--- config.mk ---
export PLATFORM = sky130hd
export DESIGN_NAME = reg_rename_file
export DESIGN_NICKNAME = d
export VERILOG_FILES = /design/src/rtl/reg_rename_file.sv
export SDC_FILE = /design/constraint.sdc
export NUM_CORES = 2
export LEC_CHECK = 0
export BUFFER_PORTS_ARGS = -buffer_cell sky130_fd_sc_hd__buf_2
export CELL_PAD_IN_SITES_DETAIL_PLACEMENT = 2
export CELL_PAD_IN_SITES_GLOBAL_PLACEMENT = 2
export CORE_MARGIN = 5
export CORE_UTILIZATION = 51
export DETAILED_ROUTE_END_ITERATION = 7
export PLACE_DENSITY = 0.84
export SLEW_MARGIN = 25
export SYNTH_ARGS = -nofsm -noshare
export SYNTH_HDL_FRONTEND = slang
export SYNTH_SLANG_ARGS = --single-unit
--- constraint.sdc ---
create_clock -name clk_in -period 68.8 [get_ports clk_in]
set_input_delay 3.44 -clock clk_in [delete_from_list [all_inputs] [get_ports clk_in]]
set_output_delay 3.44 -clock clk_in [all_outputs]
set_load 0.01 [all_outputs]
--- src/rtl/reg_rename_file.sv ---
// Architectural register file with per-register rename tags.
// Dispatch reads operands plus producer ROB tags; the ROB commit port
// retires values and releases tags; a flush zeroes every tag.
module reg_rename_file #(
  parameter int REG_NUM = 32,
  parameter int TAG_W   = 5,
  parameter int VAL_W   = 32
) (
  input  logic             clk_in,
  input  logic             rst_in,
  input  logic             rdy_in,
  input  logic [4:0]       rs1_idx,
  input  logic [4:0]       rs2_idx,
  output logic [VAL_W-1:0] rs1_val,
  output logic [VAL_W-1:0] rs2_val,
  output logic [TAG_W-1:0] rs1_rely,
  output logic [TAG_W-1:0] rs2_rely,
  input  logic             rename_en,
  input  logic [4:0]       rename_rd,
  input  logic [TAG_W-1:0] rename_tag,
  input  logic             write_rdy,
  input  logic [4:0]       to_rd,
  input  logic [VAL_W-1:0] write_val,
  input  logic [TAG_W-1:0] head_tag,
  input  logic             clear,
  output logic [31:0]      commit_cnt
);

  logic [VAL_W-1:0] val_q [REG_NUM];
  logic [TAG_W-1:0] tag_q [REG_NUM];

  logic commit_hit;
  logic rename_hit;

  assign commit_hit = write_rdy && (to_rd != 5'd0);
  assign rename_hit = rename_en && (rename_rd != 5'd0) && !clear;

  // Source 1 read: x0 is zero, commit bypass when the committing entry
  // still owns the register, otherwise architectural value plus tag.
  always_comb begin
    rs1_val  = '0;
    rs1_rely = '0;
    if (rs1_idx != 5'd0) begin
      if (write_rdy && (to_rd == rs1_idx) && (tag_q[rs1_idx] == head_tag)) begin
        rs1_val = write_val;
      end else begin
        rs1_val  = val_q[rs1_idx];
        rs1_rely = tag_q[rs1_idx];
      end
    end
  end

  // Source 2 read, same rules as source 1.
  always_comb begin
    rs2_val  = '0;
    rs2_rely = '0;
    if (rs2_idx != 5'd0) begin
      if (write_rdy && (to_rd == rs2_idx) && (tag_q[rs2_idx] == head_tag)) begin
        rs2_val = write_val;
      end else begin
        rs2_val  = val_q[rs2_idx];
        rs2_rely = tag_q[rs2_idx];
      end
    end
  end

  // State update. Tag assignments are ordered so later ones win:
  // commit release, then rename, then clear (clear > rename > release).
  always_ff @(posedge clk_in or posedge rst_in) begin
    if (rst_in) begin
      for (int unsigned i = 0; i < REG_NUM; i++) begin
        val_q[i] <= '0;
        tag_q[i] <= '0;
      end
      commit_cnt <= '0;
    end else if (rdy_in) begin
      if (commit_hit) begin
        val_q[to_rd] <= write_val;
        commit_cnt   <= commit_cnt + 32'd1;
        if (tag_q[to_rd] == head_tag) begin
          tag_q[to_rd] <= '0;
        end
      end
      if (rename_hit) begin
        tag_q[rename_rd] <= rename_tag;
      end
      if (clear) begin
        for (int unsigned i = 0; i < REG_NUM; i++) begin
          tag_q[i] <= '0;
        end
      end
    end
  end

endmodule
* After elaboration in Yosys (flattened, before gate mapping)
Index checks and enable logic that the tools add are counted. W data, S select, Z words.
Word-level totals: word-level logic and storage cells 134, bits in registers 1216, bits of input ports 68, output and inout port bits 106
Operators by class: mux-type cells 36, reduce and logical (&&, ||, !) cells 15, $add $sub $neg 1, equal/unequal tests 5, bitwise operators 6, $lt $le $gt $ge 6
Operators by type and width (count):
- $bwmux W1024 | 1
- $mux W160 | 5
- $bmux W32 S5 | 2
- $mux W32 | 9
- $and A160 B160 Y160 | 1
- $bwmux W160 | 1
- $demux W32 S5 | 1
- $not A160 Y160 | 1
- $bmux W5 S5 | 3
- $mux W5 | 12
- $demux W5 S5 | 2
- $add A32 B1 Y32 const B | 1
- $eq A5 B5 Y1 | 5
- $ge A6 B6 Y1 const B | 4
- $not A5 Y6 | 4
- $reduce_bool A5 Y1 | 4
- $lt A6 B1 Y1 const B | 2
- $logic_and A1 B1 Y1 | 9
- $reduce_and A2 Y1 | 1
- $logic_not A1 Y1 | 1

* Longest topological paths before layout
depth after elaboration 13, gate-level depth with buffers 14, gate-level depth less buffers 8

* Worst setup path before layout
Ideal clock, no wire load.
kind input -> output, from input rs2_idx[0], to output rs2_val[10], path buffers 5, required time 65360 ps, setup slack 59158 ps, data arrival time 6202 ps, stages 10, cell sequence buf_4 -> buf_6 -> buf_2 -> clkbuf_1 -> buf_1 -> mux4_2 -> mux4_2 -> mux2_2 -> nand2_1 -> mux2i_1
On the way: word-level cells in the longest chain between the ends 8, elaborated cells on any way between the ends 14, classes of those cells eq/ne (2); mux (8); bitwise (1); reduce/logical (3)
Ends and longest elaborated chain:
- start: declaration | RTL line 13 | input logic [4:0] rs2_idx,
- $not A5 Y6 (not written as such) | RTL line 58, 61
- $bmux W5 S5 | RTL line 58 | if (write_rdy && (to_rd == rs2_idx) && (tag_q[rs2_idx] == head_tag)) begin
- $mux W5 (not written as such) (2 in a row) | RTL line 58
- $eq A5 B5 Y1 | RTL line 58
- $logic_and A1 B1 Y1 | RTL line 58
- $mux W32 | RTL line 58
- $mux W32 (*) | RTL line 57 | if (rs2_idx != 5'd0) begin
- end: declaration | RTL line 15 | output logic [VAL_W-1:0] rs2_val,
Mark *: on every way between the ends. The rest lies on a longest branch, timed or not. The select of a mux whose other input is x is not followed.

* Worst setup path in the final report
from input rs2_idx[1], to output rs2_val[5]
Same word-level chain as after synthesis.

==> impl_metrics.ini <==
[run_status]
status = finished with violations
violations = max-capacitance violations, max-slew violations

[clocking]
cts_made_buffers = 138
cts.clk_slew.worst_paths_ns = 0.05
holdBufCountCts = 0
cts.htree.levels = 4
cts-resized-gates = 0
cts_tree = done
insertion_delay_ns = 0.86
cts-root-buf = clkbuf_16
post_cts_buffers = 0
numClockSinks = 1216
clockBufferDepth = 3

[synth]
ys_top_cells_by_area = dfrtp_1, mux4_2, mux2_2
ys_warn_count = 0
yosys.area.top_type = dfrtp_1
synth_cell_types = 68
avgSynthCellArea_um2 = 15.05
ys_seq_elements = 1216
synth_edf_count = 0
synth_ff_type = dfrtp_1
syn_inst = 4487
yosysTopAreaCellShare_pct = 45.07
ys_seq_area_share_pct = 45.07
synthesis.nets = 4556
ys_async_sr_fraction_pct = 100.0
syn-cell-area_um2 = 67520

[worst_setup_path]
required_ns = 65.36
worst_ep_arrival_time_ns = 9.32
crit_type = primary input to output pin
crit_path_end_kind = output pin
critPathMaxFanout = 121
start_kind = primary input

[timing]
max_freq_ghz = 0.07836
finalCritPeriodShare_pct = 18.55
hold_viol = 0
worst_pin_slew_ns = 1.561
finClkSkew_ns = 0.02971
rsz0062_at_grt = no
setup_tns_ns = 0
fin_crit_ns = 12.76
setup_viol = 0
slew_headroom_pct = -4.048
drv_slew = 4

[cells_and_area]
finish.instance_area_um2 = 74220
utilization_pct = 56.46
drive_above_1_share_pct = 50.78
syn2layout_area_growth_pct = 9.923
fillers = 11190
nets = 4463
multiInputGateArea_um2 = 35150
regArea_um2 = 30430

[pwr]
p_leak_uw = 0.03239
p_seq_share_pct = 43.1
internal-power_uw = 1431
peakVddDrop_v = 0.00003207
power.density_nw_per_um2 = 28.37
power_frac_comb_pct = 18.1
clockPowerShare_pct = 38.9
switching_share_pct = 32.04
p_switching_uw = 674.5

[grt]
grt_pass1_wl_mm = 428.4
first_global_vias = 54460
grt_remaining_overflow = 0
antenna_found_initial = 29
grt_max_degree = 198
track_usage_pct = 42.35

[routing]
vias = 52320
routed_wirelength_mm = 333.5
vias_per_cell = 8.343
antenna_left = 0
drtIter0Drc = 7876
drc = 0
wl_per_cell_um = 53.18
first_pass_iters = 7

[worst_hold_path]
min_path_type = flip-flop to flip-flop

[placed_design]
placed_area_um2 = 69390
port_buffers = 173
hpwlAfterDp_mm = 153.9
gp_congestion = 0.9284

[floorplan]
pin_count = 174
die-area_um2 = 139800
core_area_um2 = 131500
rows = 133
die_h_um = 373.9
start_util_pct = 51.36
die_w_um = 373.9

[run]
cap_viol_max_count = 2
[path summary, 6_finish.rpt]
kind	from	to	slack, ns	cells past startpoint
hold reg to reg	val_q[996]	val_q[996]	0.40	0
min in group asynchronous	rst_in	val_q[344]	2.65	2
setup reg to reg	tag_q[21]	tag_q[78]	64.34	9
setup / recovery	rs2_idx[1]	rs2_val[5]	56.04	12
hold / removal	val_q[996]	val_q[996]	0.40	0
max in group asynchronous	rst_in	val_q[325]	62.39	6
[power groups by stage]
stage	logic, uW	registers [uW]	clock network, uW
after detailed placement	335	884	0
after global routing	387	903	844
after global placement	309	860	0
after CTS	357	886	798
final	381	907	818
after floorplan	244	850	0
[worst max-delay path, cell delays in order]
cell,delay [ns]
buf_8,0.51
buf_12,0.65
mux4_2,0.36
nor2_1,0.08
a2111oi_0,0.90
nor4_1,0.29
xor2_1,0.28
o211ai_1,0.18
nor2_4,0.94
buf_4,0.71
mux2i_1,0.42
buf_2,0.22
[cell usage after synthesis (all sizes together), types with 32 or more instances]
cell type and count:
mux2i 128, buf 166, dfrtp 1216, nand2b 43, clkbuf 321, nand3 32, mux4 722, xnor2 32
nand2 181, o21ai 46, o211ai 35, nor2 112, a32o 125, mux2 1048
[sequential cells by signal, summed over array words and instances, names as in the netlist]
register / flops
commit_cnt: 32
tag_q: 160
val_q: 1024
[area by class of cell]
class	count	share of cell area [%]
repair buffers	254	2.321
clock inverters	43	0.6574
well taps	1755	2.958
inverters	9	0.06912
diodes	14	0.04720
flip-flops and latches	1216	41.00
clock buffers	205	5.595
multi-input cells	2775	47.35
[metal layers]
layer	vias to the layer above	track usage, %	wire [um]
li1	17370	-	-
met1	27590	51.91	110900
met2	5221	65.63	149100
met3	2114	11.10	40150
met4	26	30.11	32970
met5	-	0	340
[through the flow]
step | setup slack [ns] | instances | power, uW | hold WS (ns)
2_1_floorplan | 31.10 | 4487 | 1095 | 0.4413
3_3_place_gp | 57.17 | 6005 | 1169 | 0.3763
3_5_place_dp | 56.97 | 6005 | 1219 | 0.3833
4_1_cts | 56.78 | 6253 | 2041 | 0.3996
5_1_grt | 56.24 | 6258 | 2134 | 0.4122
6_report | 56.04 | 6271 | 2105 | 0.4011
[cells in the final DEF, fill, tap and decap left out, types with 19 or more instances in the layout]
master        n
xnor2_1      32
o21ai_0      44
nand3b_1     23
dfrtp_1    1216
a22oi_1      28
clkbuf_16   144
o211ai_1     35
mux4_2      711
mux2i_1     128
buf_4        66
clkbuf_8     32
nand3_1      32
xor2_1       21
nand2_1     181
nor2_1       88
clkbuf_1     29
mux2_2     1047
nor2b_1      19
a32o_1      125
buf_2       162
nor2_4       24
nand2b_1     43
a21oi_1      19
clkinv_2     26
[logic make-up (layout without fill, tap and decap cells)]
kind of cell,count (synthesis),count (layout),share of synthesized area (%)
AO/OA/AOI/OAI,316,316,3.812
XOR/XNOR,53,53,0.6875
adder cells (fa/ha/maj),1,1,0.01853
buffers and inverters,496,511,3.206
flip-flops,1216,1216,45.07
multiplexers,1898,1898,43.52
other,0,14,0
AND/OR/NAND/NOR,507,507,3.693
Note: power is estimated with default switching activity, not from simulation.
